`config.mk`:
```
export PLATFORM = sky130hd
export DESIGN_NAME = load_store_unit
export DESIGN_NICKNAME = d
export VERILOG_FILES = /design/src/rtl/load_store_unit.sv
export SDC_FILE = /design/constraint.sdc
export NUM_CORES = 1
export LEC_CHECK = 0
export ABC_AREA = 1
export BUFFER_PORTS_ARGS = -buffer_cell sky130_fd_sc_hd__buf_2
export CORE_MARGIN = 3
export CORE_UTILIZATION = 40
export CTS_BUF_LIST = sky130_fd_sc_hd__clkbuf_8
export DETAILED_ROUTE_END_ITERATION = 10
export GPL_TIMING_DRIVEN = 1
export SYNTH_ARGS = -nofsm -noshare
export SYNTH_HDL_FRONTEND = slang
export SYNTH_SLANG_ARGS = --single-unit
```
`constraint.sdc`:
```
create_clock -name clk -period 3.1 [get_ports clk]
set_input_delay 0.31 -clock clk [delete_from_list [all_inputs] [get_ports clk]]
set_output_delay 0.31 -clock clk [all_outputs]
set_load 0.05 [all_outputs]
```
`src/rtl/load_store_unit.sv`:
```
// Load/store unit between the EX-stage ALU result and a word-only data memory.
// Sub-word stores use read-modify-write; sub-word loads are sign/zero-extended.
module load_store_unit #(
  parameter int unsigned MEM_WORDS = 256,
  parameter int unsigned IDX_W     = 8
) (
  input  logic             clk,
  input  logic             rst,
  input  logic             req_valid,
  input  logic [31:0]      address,
  input  logic [31:0]      write_data,
  input  logic             MemRead,
  input  logic             MemWrite,
  input  logic [1:0]       mem_size,
  input  logic             mem_unsigned,
  output logic             stall,
  output logic             done,
  output logic [31:0]      load_data,
  output logic             fault,
  output logic             mem_req,
  output logic             mem_we,
  output logic [IDX_W-1:0] mem_addr,
  output logic [31:0]      mem_wdata,
  input  logic [31:0]      mem_rdata,
  input  logic             mem_ready
);

  typedef enum logic [2:0] {IDLE, RD, RMW_RD, WR, RESP} state_t;

  state_t      state, state_nx;
  logic        accept, illegal, start;
  logic [1:0]  off_q, size_q;
  logic        uns_q;
  logic [15:0] wdata_q;
  logic [7:0]  rd_byte;
  logic [15:0] rd_half;
  logic [31:0] ext_data, merged;

  assign accept = (state == IDLE) && req_valid && (MemRead || MemWrite);
  assign start  = accept && !illegal;

  always_comb begin
    illegal = 1'b0;
    if (MemRead && MemWrite) illegal = 1'b1;
    case (mem_size)
      2'b01:   if (address[0]) illegal = 1'b1;
      2'b10:   if (address[1:0] != 2'b00) illegal = 1'b1;
      2'b11:   illegal = 1'b1;
      default: ;
    endcase
    if ({2'b00, address[31:2]} >= 32'(MEM_WORDS)) illegal = 1'b1;
  end

  always_ff @(posedge clk or negedge rst) begin
    if (!rst) state <= IDLE;
    else      state <= state_nx;
  end

  always_comb begin
    state_nx = state;
    case (state)
      IDLE: if (start) begin
        if (MemRead)                state_nx = RD;
        else if (mem_size == 2'b10) state_nx = WR;
        else                        state_nx = RMW_RD;
      end
      RD:      if (mem_ready) state_nx = RESP;
      RMW_RD:  if (mem_ready) state_nx = WR;
      WR:      if (mem_ready) state_nx = RESP;
      RESP:    state_nx = IDLE;
      default: state_nx = IDLE;
    endcase
  end

  // Control outputs decode the state register directly, so they drop with async reset.
  assign mem_req = (state == RD) || (state == RMW_RD) || (state == WR);
  assign mem_we  = (state == WR);
  assign done    = (state == RESP);
  assign stall   = (state != IDLE);

  // Big-endian lanes: byte offset 0 is [31:24], half offset 0 is [31:16].
  always_comb begin
    case (off_q)
      2'd0:    rd_byte = mem_rdata[31:24];
      2'd1:    rd_byte = mem_rdata[23:16];
      2'd2:    rd_byte = mem_rdata[15:8];
      default: rd_byte = mem_rdata[7:0];
    endcase
    rd_half = off_q[1] ? mem_rdata[15:0] : mem_rdata[31:16];
    case (size_q)
      2'b00:   ext_data = uns_q ? {24'b0, rd_byte} : {{24{rd_byte[7]}}, rd_byte};
      2'b01:   ext_data = uns_q ? {16'b0, rd_half} : {{16{rd_half[15]}}, rd_half};
      default: ext_data = mem_rdata;
    endcase
    merged = mem_rdata;
    if (size_q == 2'b00) begin
      case (off_q)
        2'd0:    merged[31:24] = wdata_q[7:0];
        2'd1:    merged[23:16] = wdata_q[7:0];
        2'd2:    merged[15:8]  = wdata_q[7:0];
        default: merged[7:0]   = wdata_q[7:0];
      endcase
    end else if (off_q[1]) begin
      merged[15:0] = wdata_q;
    end else begin
      merged[31:16] = wdata_q;
    end
  end

  always_ff @(posedge clk or negedge rst) begin
    if (!rst) begin
      fault     <= 1'b0;
      load_data <= '0;
      mem_addr  <= '0;
      mem_wdata <= '0;
      off_q     <= '0;
      size_q    <= '0;
      uns_q     <= 1'b0;
      wdata_q   <= '0;
    end else begin
      fault <= accept && illegal;
      if (start) begin
        mem_addr <= address[IDX_W+1:2];
        off_q    <= address[1:0];
        size_q   <= mem_size;
        uns_q    <= mem_unsigned;
        wdata_q  <= write_data[15:0];
        if (mem_size == 2'b10) mem_wdata <= write_data;
      end
      if (state == RD && mem_ready)     load_data <= ext_data;
      if (state == RMW_RD && mem_ready) mem_wdata <= merged;
    end
  end

endmodule

```
==> flow_summary.json, run 1 <==
{
  "final_layout_size_suffix_gt1_share_pct": 21.8,
  "yosys_register_bits": 97,
  "async_flop_share_pct": 100,
  "grt_max_degree": 60,
  "clock_latency_ns": 0.38,
  "crit_type": "flop to flop",
  "netlist-cell-type-count": 32,
  "p_leak_nw": 4.00,
  "coreArea_mm2": 0.0148,
  "crit_fanout": 29,
  "antenna_found_initial": 1,
  "via_per_inst": 5.26,
  "netlist_instances": 891,
  "power_density_mw_per_mm2": 760,
  "hp-class": "primary input to flop",
  "drt_iter0_drc": 463,
  "die_w_um": 130,
  "sw_frac_of_total_pct": 50.9,
  "pwr-share-clk_pct": 16.1,
  "maxSlewHeadroom_pct": 35.2,
  "postCtsSetupBuffers": 0,
  "slew_viol_final": 0,
  "pin_count": 182,
  "grt_pass1_wl_um": 31000,
  "cts_hold_buf": 1,
  "max-vdd-ir-drop_v": 0.000627,
  "p_total_mw": 5.52,
  "finalCritPeriodShare_pct": 71.8,
  "tightestPinTransition_ns": 0.972,
  "comb_power_share_pct": 50.6,
  "num_rows": 44,
  "final-hold-violation-count": 0,
  "postRouteAntennaNets": 0,
  "post_drt_wl_per_cell_um": 16.3,
  "setup_violations": 0,
  "grt_pass1_vias": 5718,
  "synth-simple-area-share_pct": 30.1,
  "period_minus_slack_ns": 2.22,
  "synth_compound_area_share_pct": 19.2,
  "synth_edf_count": 0,
  "grt_use_total_pct": 23.6,
  "skew_ns": 0.0107,
  "gp_congestion": 0.908,
  "cp-end-kind": "flop",
  "cts_root_buf": "clkbuf_8",
  "status": "complete, no violations",
  "grt_overflow_total": 0,
  "clock-sinks": 97,
  "seq_area_frac_synth_pct": 39.5,
  "fmax_mhz": 449,
  "syn-num-nets": 999,
  "synth_adder_area_share_pct": 0.611,
  "firstDrtPassIters": 6,
  "wl_um": 20000,
  "area_delta_synth_final_pct": 18.4,
  "arrival_ns": 2.55,
  "setup_tns_ns": 0,
  "post_cts_resize_count": 0,
  "synth_top_family_by_area": "simple AND/OR/NAND/NOR gates",
  "p_int_mw": 2.71,
  "vias": 6460,
  "start_util_pct": 41.6,
  "hpwlAfterDp_um": 14700,
  "portBuffers": 181,
  "rsz0062_at_grt": "no",
  "cts_buffers": 9,
  "ys_warn_count": 0,
  "die_h_um": 130,
  "cts_tree": "done",
  "fp.dieArea_mm2": 0.0169,
  "cts_max_level": 3,
  "path_clk_slew_ns": 0.10,
  "post-route-drc-count": 0,
  "syn_area_mm2": 0.00614,
  "max_cap_violations": 0,
  "cts_buffer_depth": 2,
  "required_ns": 3.42,
  "synth_top_flop_cell": "dfrtp_1",
  "cp-start-kind": "flop",
  "layout.nets": 1147,
  "muxShareOfSynthArea_pct": 0,
  "syn_avg_cell_area_um2": 6.89,
  "power_frac_seq_pct": 33.3,
  "switching_power_mw": 2.81,
  "synthXorXnorAreaFrac_pct": 0
}
[metrics by stage]
stage	instance area (um2)	hold slack, ns	utilization [%]	std cells	setup WS (ns)
3_3_place_gp	7050	0.415	47.8	1211	0.818
4_1_cts	7260	0.0933	49.2	1228	0.921
5_1_grt	7270	0.111	49.3	1229	0.633
2_1_floorplan	6140	0.0144	-	891	1.27
6_report	7270	0.118	49.3	1229	0.875
3_5_place_dp	7050	0.413	47.8	1211	0.756
[critical path: stages, from the launching register on]
cell and delay [ns]:
dfrtp_1 0.70, buf_4 0.38, nand2_1 0.14, a21oi_2 0.17, nand2_1 0.38, nand3_1 0.22, o21ai_0 0.10, inv_1 0.07
[cell usage in the layout, fill, tap and decap left out, types with 3 or more instances in the layout]
master,n
nand2_1,273
inv_2,6
buf_4,15
o21ai_1,17
nand3_1,92
dfrtp_1,97
o21a_1,6
o22ai_1,6
nor2_1,46
clkbuf_8,12
nor3_1,9
ha_1,3
o211ai_1,17
a21oi_1,53
nor2_4,3
o221ai_1,6
inv_1,79
a31oi_1,4
o21ai_0,104
buf_2,180
[cell type report]
type | instances | area, um2
flip-flops and latches | 97 | 2430
clock buffers | 12 | 165
well taps | 184 | 230
fillers | 1590 | 7490
multi-input cells | 651 | 3060
inverters | 84 | 317
diodes | 1 | 2.50
clock inverters | 4 | 42.5
repair buffers | 196 | 1020
[cell usage after synthesis, types with 2 or more instances]
master | count | area (um2)
a21oi_1 | 53 | 265
a31oi_1 | 4 | 25.0
buf_1 | 2 | 7.51
buf_2 | 28 | 140
buf_4 | 9 | 67.6
buf_6 | 6 | 67.6
clkbuf_1 | 14 | 52.6
dfrtp_1 | 97 | 2430
ha_1 | 3 | 37.5
inv_1 | 77 | 289
inv_2 | 6 | 22.5
nand2_1 | 273 | 1020
nand2_2 | 2 | 12.5
nand3_1 | 92 | 460
nand4_1 | 2 | 12.5
nor2_1 | 46 | 173
nor2_4 | 3 | 33.8
nor3_1 | 9 | 45.0
nor3_4 | 2 | 32.5
o211ai_1 | 17 | 128
o21a_1 | 6 | 45.0
o21ai_0 | 104 | 521
o21ai_1 | 17 | 85.1
o221ai_1 | 6 | 52.6
o22ai_1 | 6 | 37.5
[registers in the layout, indices dropped and copies added (netlist names)]
name / cells
uns_q: 1
load_data: 32
size_q: 2
mem_wdata: 32
mem_addr: 8
off_q: 2
wdata_q: 16
fault: 1
state: 3
[per-layer routing]
layer / vias up / part of all wire (%) / routed length [um] / track usage, %
met3: 21 / 7.8 / 1560 / 4.42
met5: - / 0 / 0 / 0
met4: 0 / 1.9 / 383 / 7.33
li1: 3225 / - / - / -
met2: 241 / 43 / 8660 / 34.0
met1: 2973 / 47 / 9440 / 35.9
[final timing paths]
check                                         from                        end  slack [ns]  cells past startpoint
hold / removal                          address[4]    mem_addr[2]$_DFFE_PN0P_        0.12                      3
setup reg to reg              off_q[1]$_DFFE_PN0P_  load_data[18]$_DFFE_PN0P_        0.88                      7
max in group asynchronous                      rst   load_data[3]$_DFFE_PN0P_        1.81                      3
setup / recovery              off_q[1]$_DFFE_PN0P_  load_data[18]$_DFFE_PN0P_        0.88                      7
min in group asynchronous                      rst  mem_wdata[30]$_DFFE_PN0P_        0.52                      2
hold reg to reg            mem_addr[2]$_DFFE_PN0P_    mem_addr[2]$_DFFE_PN0P_        0.49                      2
[logic make-up after synthesis]
family / count (synthesis)
AO/OA/AOI/OAI: 215
buffers and inverters: 143
adder cells (fa/ha/maj): 3
AND/OR/NAND/NOR: 433
flip-flops: 97
[power groups by stage]
stage	Combinational [mW]	Sequential (mW)	Clock [mW]
CTS	2.82	1.84	0.918
detailed placement	2.80	1.86	0
global placement	2.79	1.86	0
floorplan	0.862	3.10	0
finish	2.79	1.84	0.889
global route	3.00	1.88	0.961
Power figures use the tool's default switching activity.
==> run 2, diff against run 1 <==
==> constraint.sdc (replaced) <==
create_clock -name clk -period 2.2 [get_ports clk]
set_input_delay 0.22 -clock clk [delete_from_list [all_inputs] [get_ports clk]]
set_output_delay 0.22 -clock clk [all_outputs]
set_load 0.05 [all_outputs]
==> run 2 against run 1 <==
- clock skew fell by 0.0014 ns
- first-iteration DRC count rose by 19%
- worst hold slack got worse by 0.093 ns
- utilization rose by 1.0 points
- final area rose by 2.1%
- wire length fell by 0.26%
- via count fell by 0.29%
- flip-flop and latch count did not move
==> flow_summary.json, run 2 (synthesis gave the netlist of run 1 again) <==
{
  "grt_pass1_vias": 5896,
  "required_ns": 2.53,
  "cts_tree": "done",
  "fp.dieArea_mm2": 0.0169,
  "arrival_ns": 2.38,
  "drt_iter0_drc": 551,
  "antenna_found_initial": 0,
  "final_common_cell": "nand2_1",
  "cts_buffers": 9,
  "cp-end-kind": "flop",
  "crit_type": "flop to flop",
  "cts_max_level": 3,
  "top_regs": "load_data x32, mem_wdata x32, wdata_q x16",
  "post-route-drc-count": 0,
  "finalCritPeriodShare_pct": 93.1,
  "start_util_pct": 41.6,
  "path_clk_slew_ns": 0.10,
  "final_layout_size_suffix_gt1_share_pct": 22.8,
  "power_density_mw_per_mm2": 1070,
  "postRouteAntennaNets": 0,
  "die_h_um": 130,
  "p_leak_nw": 4.07,
  "maxSlewHeadroom_pct": 57.1,
  "portBuffers": 181,
  "post_drt_wl_per_cell_um": 16.1,
  "rrSetupSlack_ns": 0.15,
  "wl_um": 20000,
  "slowest_stage": "dfrtp_1",
  "vias": 6441,
  "coreArea_mm2": 0.0148,
  "slew_viol_final": 0,
  "final_cell_mix": "nand2_1 (273), buf_2 (180), o21ai_0 (104), dfrtp_1 (97), nand3_1 (92)",
  "tightestPinTransition_ns": 0.643,
  "crit_fanout": 35,
  "grt_pass1_wl_um": 31500,
  "slowest_delay_ns": 0.65,
  "final-hold-violation-count": 0,
  "clock_latency_ns": 0.39,
  "die_w_um": 130,
  "grt_max_degree": 55,
  "setup_violations": 0,
  "cts_buffer_depth": 2,
  "max_cap_violations": 0,
  "layout.nets": 1159,
  "hp-class": "primary input to flop",
  "hpwlAfterDp_um": 14900,
  "via_per_inst": 5.19,
  "num_rows": 44,
  "cpMostUsedCell": "nand2_1",
  "rsz0062_at_grt": "no",
  "max-vdd-ir-drop_v": 0.000972,
  "area_delta_synth_final_pct": 20.8,
  "firstDrtPassIters": 5,
  "crit_chain": "buf_12, nand2_1, a21oi_1, o21ai_0, nand2_1, nand2_1, nand2_1, nand3_1, nand2_1",
  "skew_ns": 0.00937,
  "cp-start-kind": "flop",
  "cts_root_buf": "clkbuf_8",
  "nFillCells": 1550,
  "grt_overflow_total": 0,
  "pin_count": 182,
  "period_minus_slack_ns": 2.05,
  "setup_tns_ns": 0,
  "grt_use_total_pct": 23.9,
  "gp_congestion": 0.888,
  "hold_ws_ns": 0.0248,
  "clock-sinks": 97,
  "status": "complete, no violations",
  "num_antenna_cells": 0,
  "fmax_mhz": 488
}
==> run 2: cell count changes in the layout (fill, tap and decap cells not counted) <==
cell | previous run | this run
inv_1 | 79 | 78
diode_2 | 1 | 0
bufinv_16 | 1 | 2
buf_4 | 15 | 24
buf_12 | 0 | 3
clkinvlp_4 | 0 | 2
inv_2 | 6 | 5
clkinv_2 | 2 | 1
clkbuf_8 | 12 | 11
inv_4 | 0 | 1
==> run 2: worst paths after layout <==
| check | start | to | depth (start not counted) |
|---|---|---|---|
| worst max-delay path | off_q[1]$_DFFE_PN0P_ | mem_wdata[8]$_DFFE_PN0P_ | 9 |
| worst max register to register | off_q[1]$_DFFE_PN0P_ | mem_wdata[8]$_DFFE_PN0P_ | 9 |
| worst min register to register | mem_addr[3]$_DFFE_PN0P_ | mem_addr[3]$_DFFE_PN0P_ | 2 |
| max in group asynchronous | rst | mem_wdata[5]$_DFFE_PN0P_ | 3 |
| worst min-delay path | address[6] | mem_addr[4]$_DFFE_PN0P_ | 3 |
| min in group asynchronous | rst | mem_wdata[29]$_DFFE_PN0P_ | 2 |
==> run 2: routing by layer <==
layer,share of wire [%],global-route usage [%],wire length (um)
met1,47,35.8,9480
met3,6.9,4.83,1370
met4,1.5,6.05,304
met5,0,0,0
met2,44,35.3,8830
==> run 2: worst max-delay path, delay by kind of cell, from the launching register on <==
family                 cells  cell delay [ns]
AND/OR/NAND/NOR            6             0.69
buffers and inverters      1             0.25
flip-flops                 1             0.65
AO/OA/AOI/OAI              2             0.41
==> run 2: area by class of cell <==
cell class	instances	area, um2	share of cell area, %
clock buffers	11	151	2.04
clock inverters	5	78.8	1.06
inverters	84	319	4.30
multi-input cells	651	3060	41.2
flip-flops and latches	97	2430	32.7
well taps	184	230	3.10
repair buffers	208	1150	15.5
==> run 2: what timing repair did <==
action / CTS / global route
buffers inserted: 0 / 0
endpoints found under the setup margin: 0 / 9
endpoints found under the hold margin: 32 / 0
hold buffers: 1 / 0
resized for setup: 0 / 2
==> run 2: power by group <==
group / switching (mW) / total (mW) / internal, mW
logic: 3.03 / 3.95 / 0.924
clock network: 0.650 / 1.35 / 0.698
registers: 0.298 / 2.60 / 2.30
==> run 2: stage by stage <==
stage | instances | power [mW] | setup slack [ns] | instance area [um2] | utilization, %
after floorplan | 891 | 5.59 | 0.461 | 6140 | -
after global placement | 1223 | 6.59 | 0.232 | 7170 | 48.6
after detailed placement | 1223 | 6.60 | 0.172 | 7170 | 48.6
after CTS | 1240 | 7.97 | 0.161 | 7410 | 50.3
after global routing | 1240 | 8.37 | 0.00234 | 7420 | 50.3
final | 1240 | 7.91 | 0.152 | 7420 | 50.3
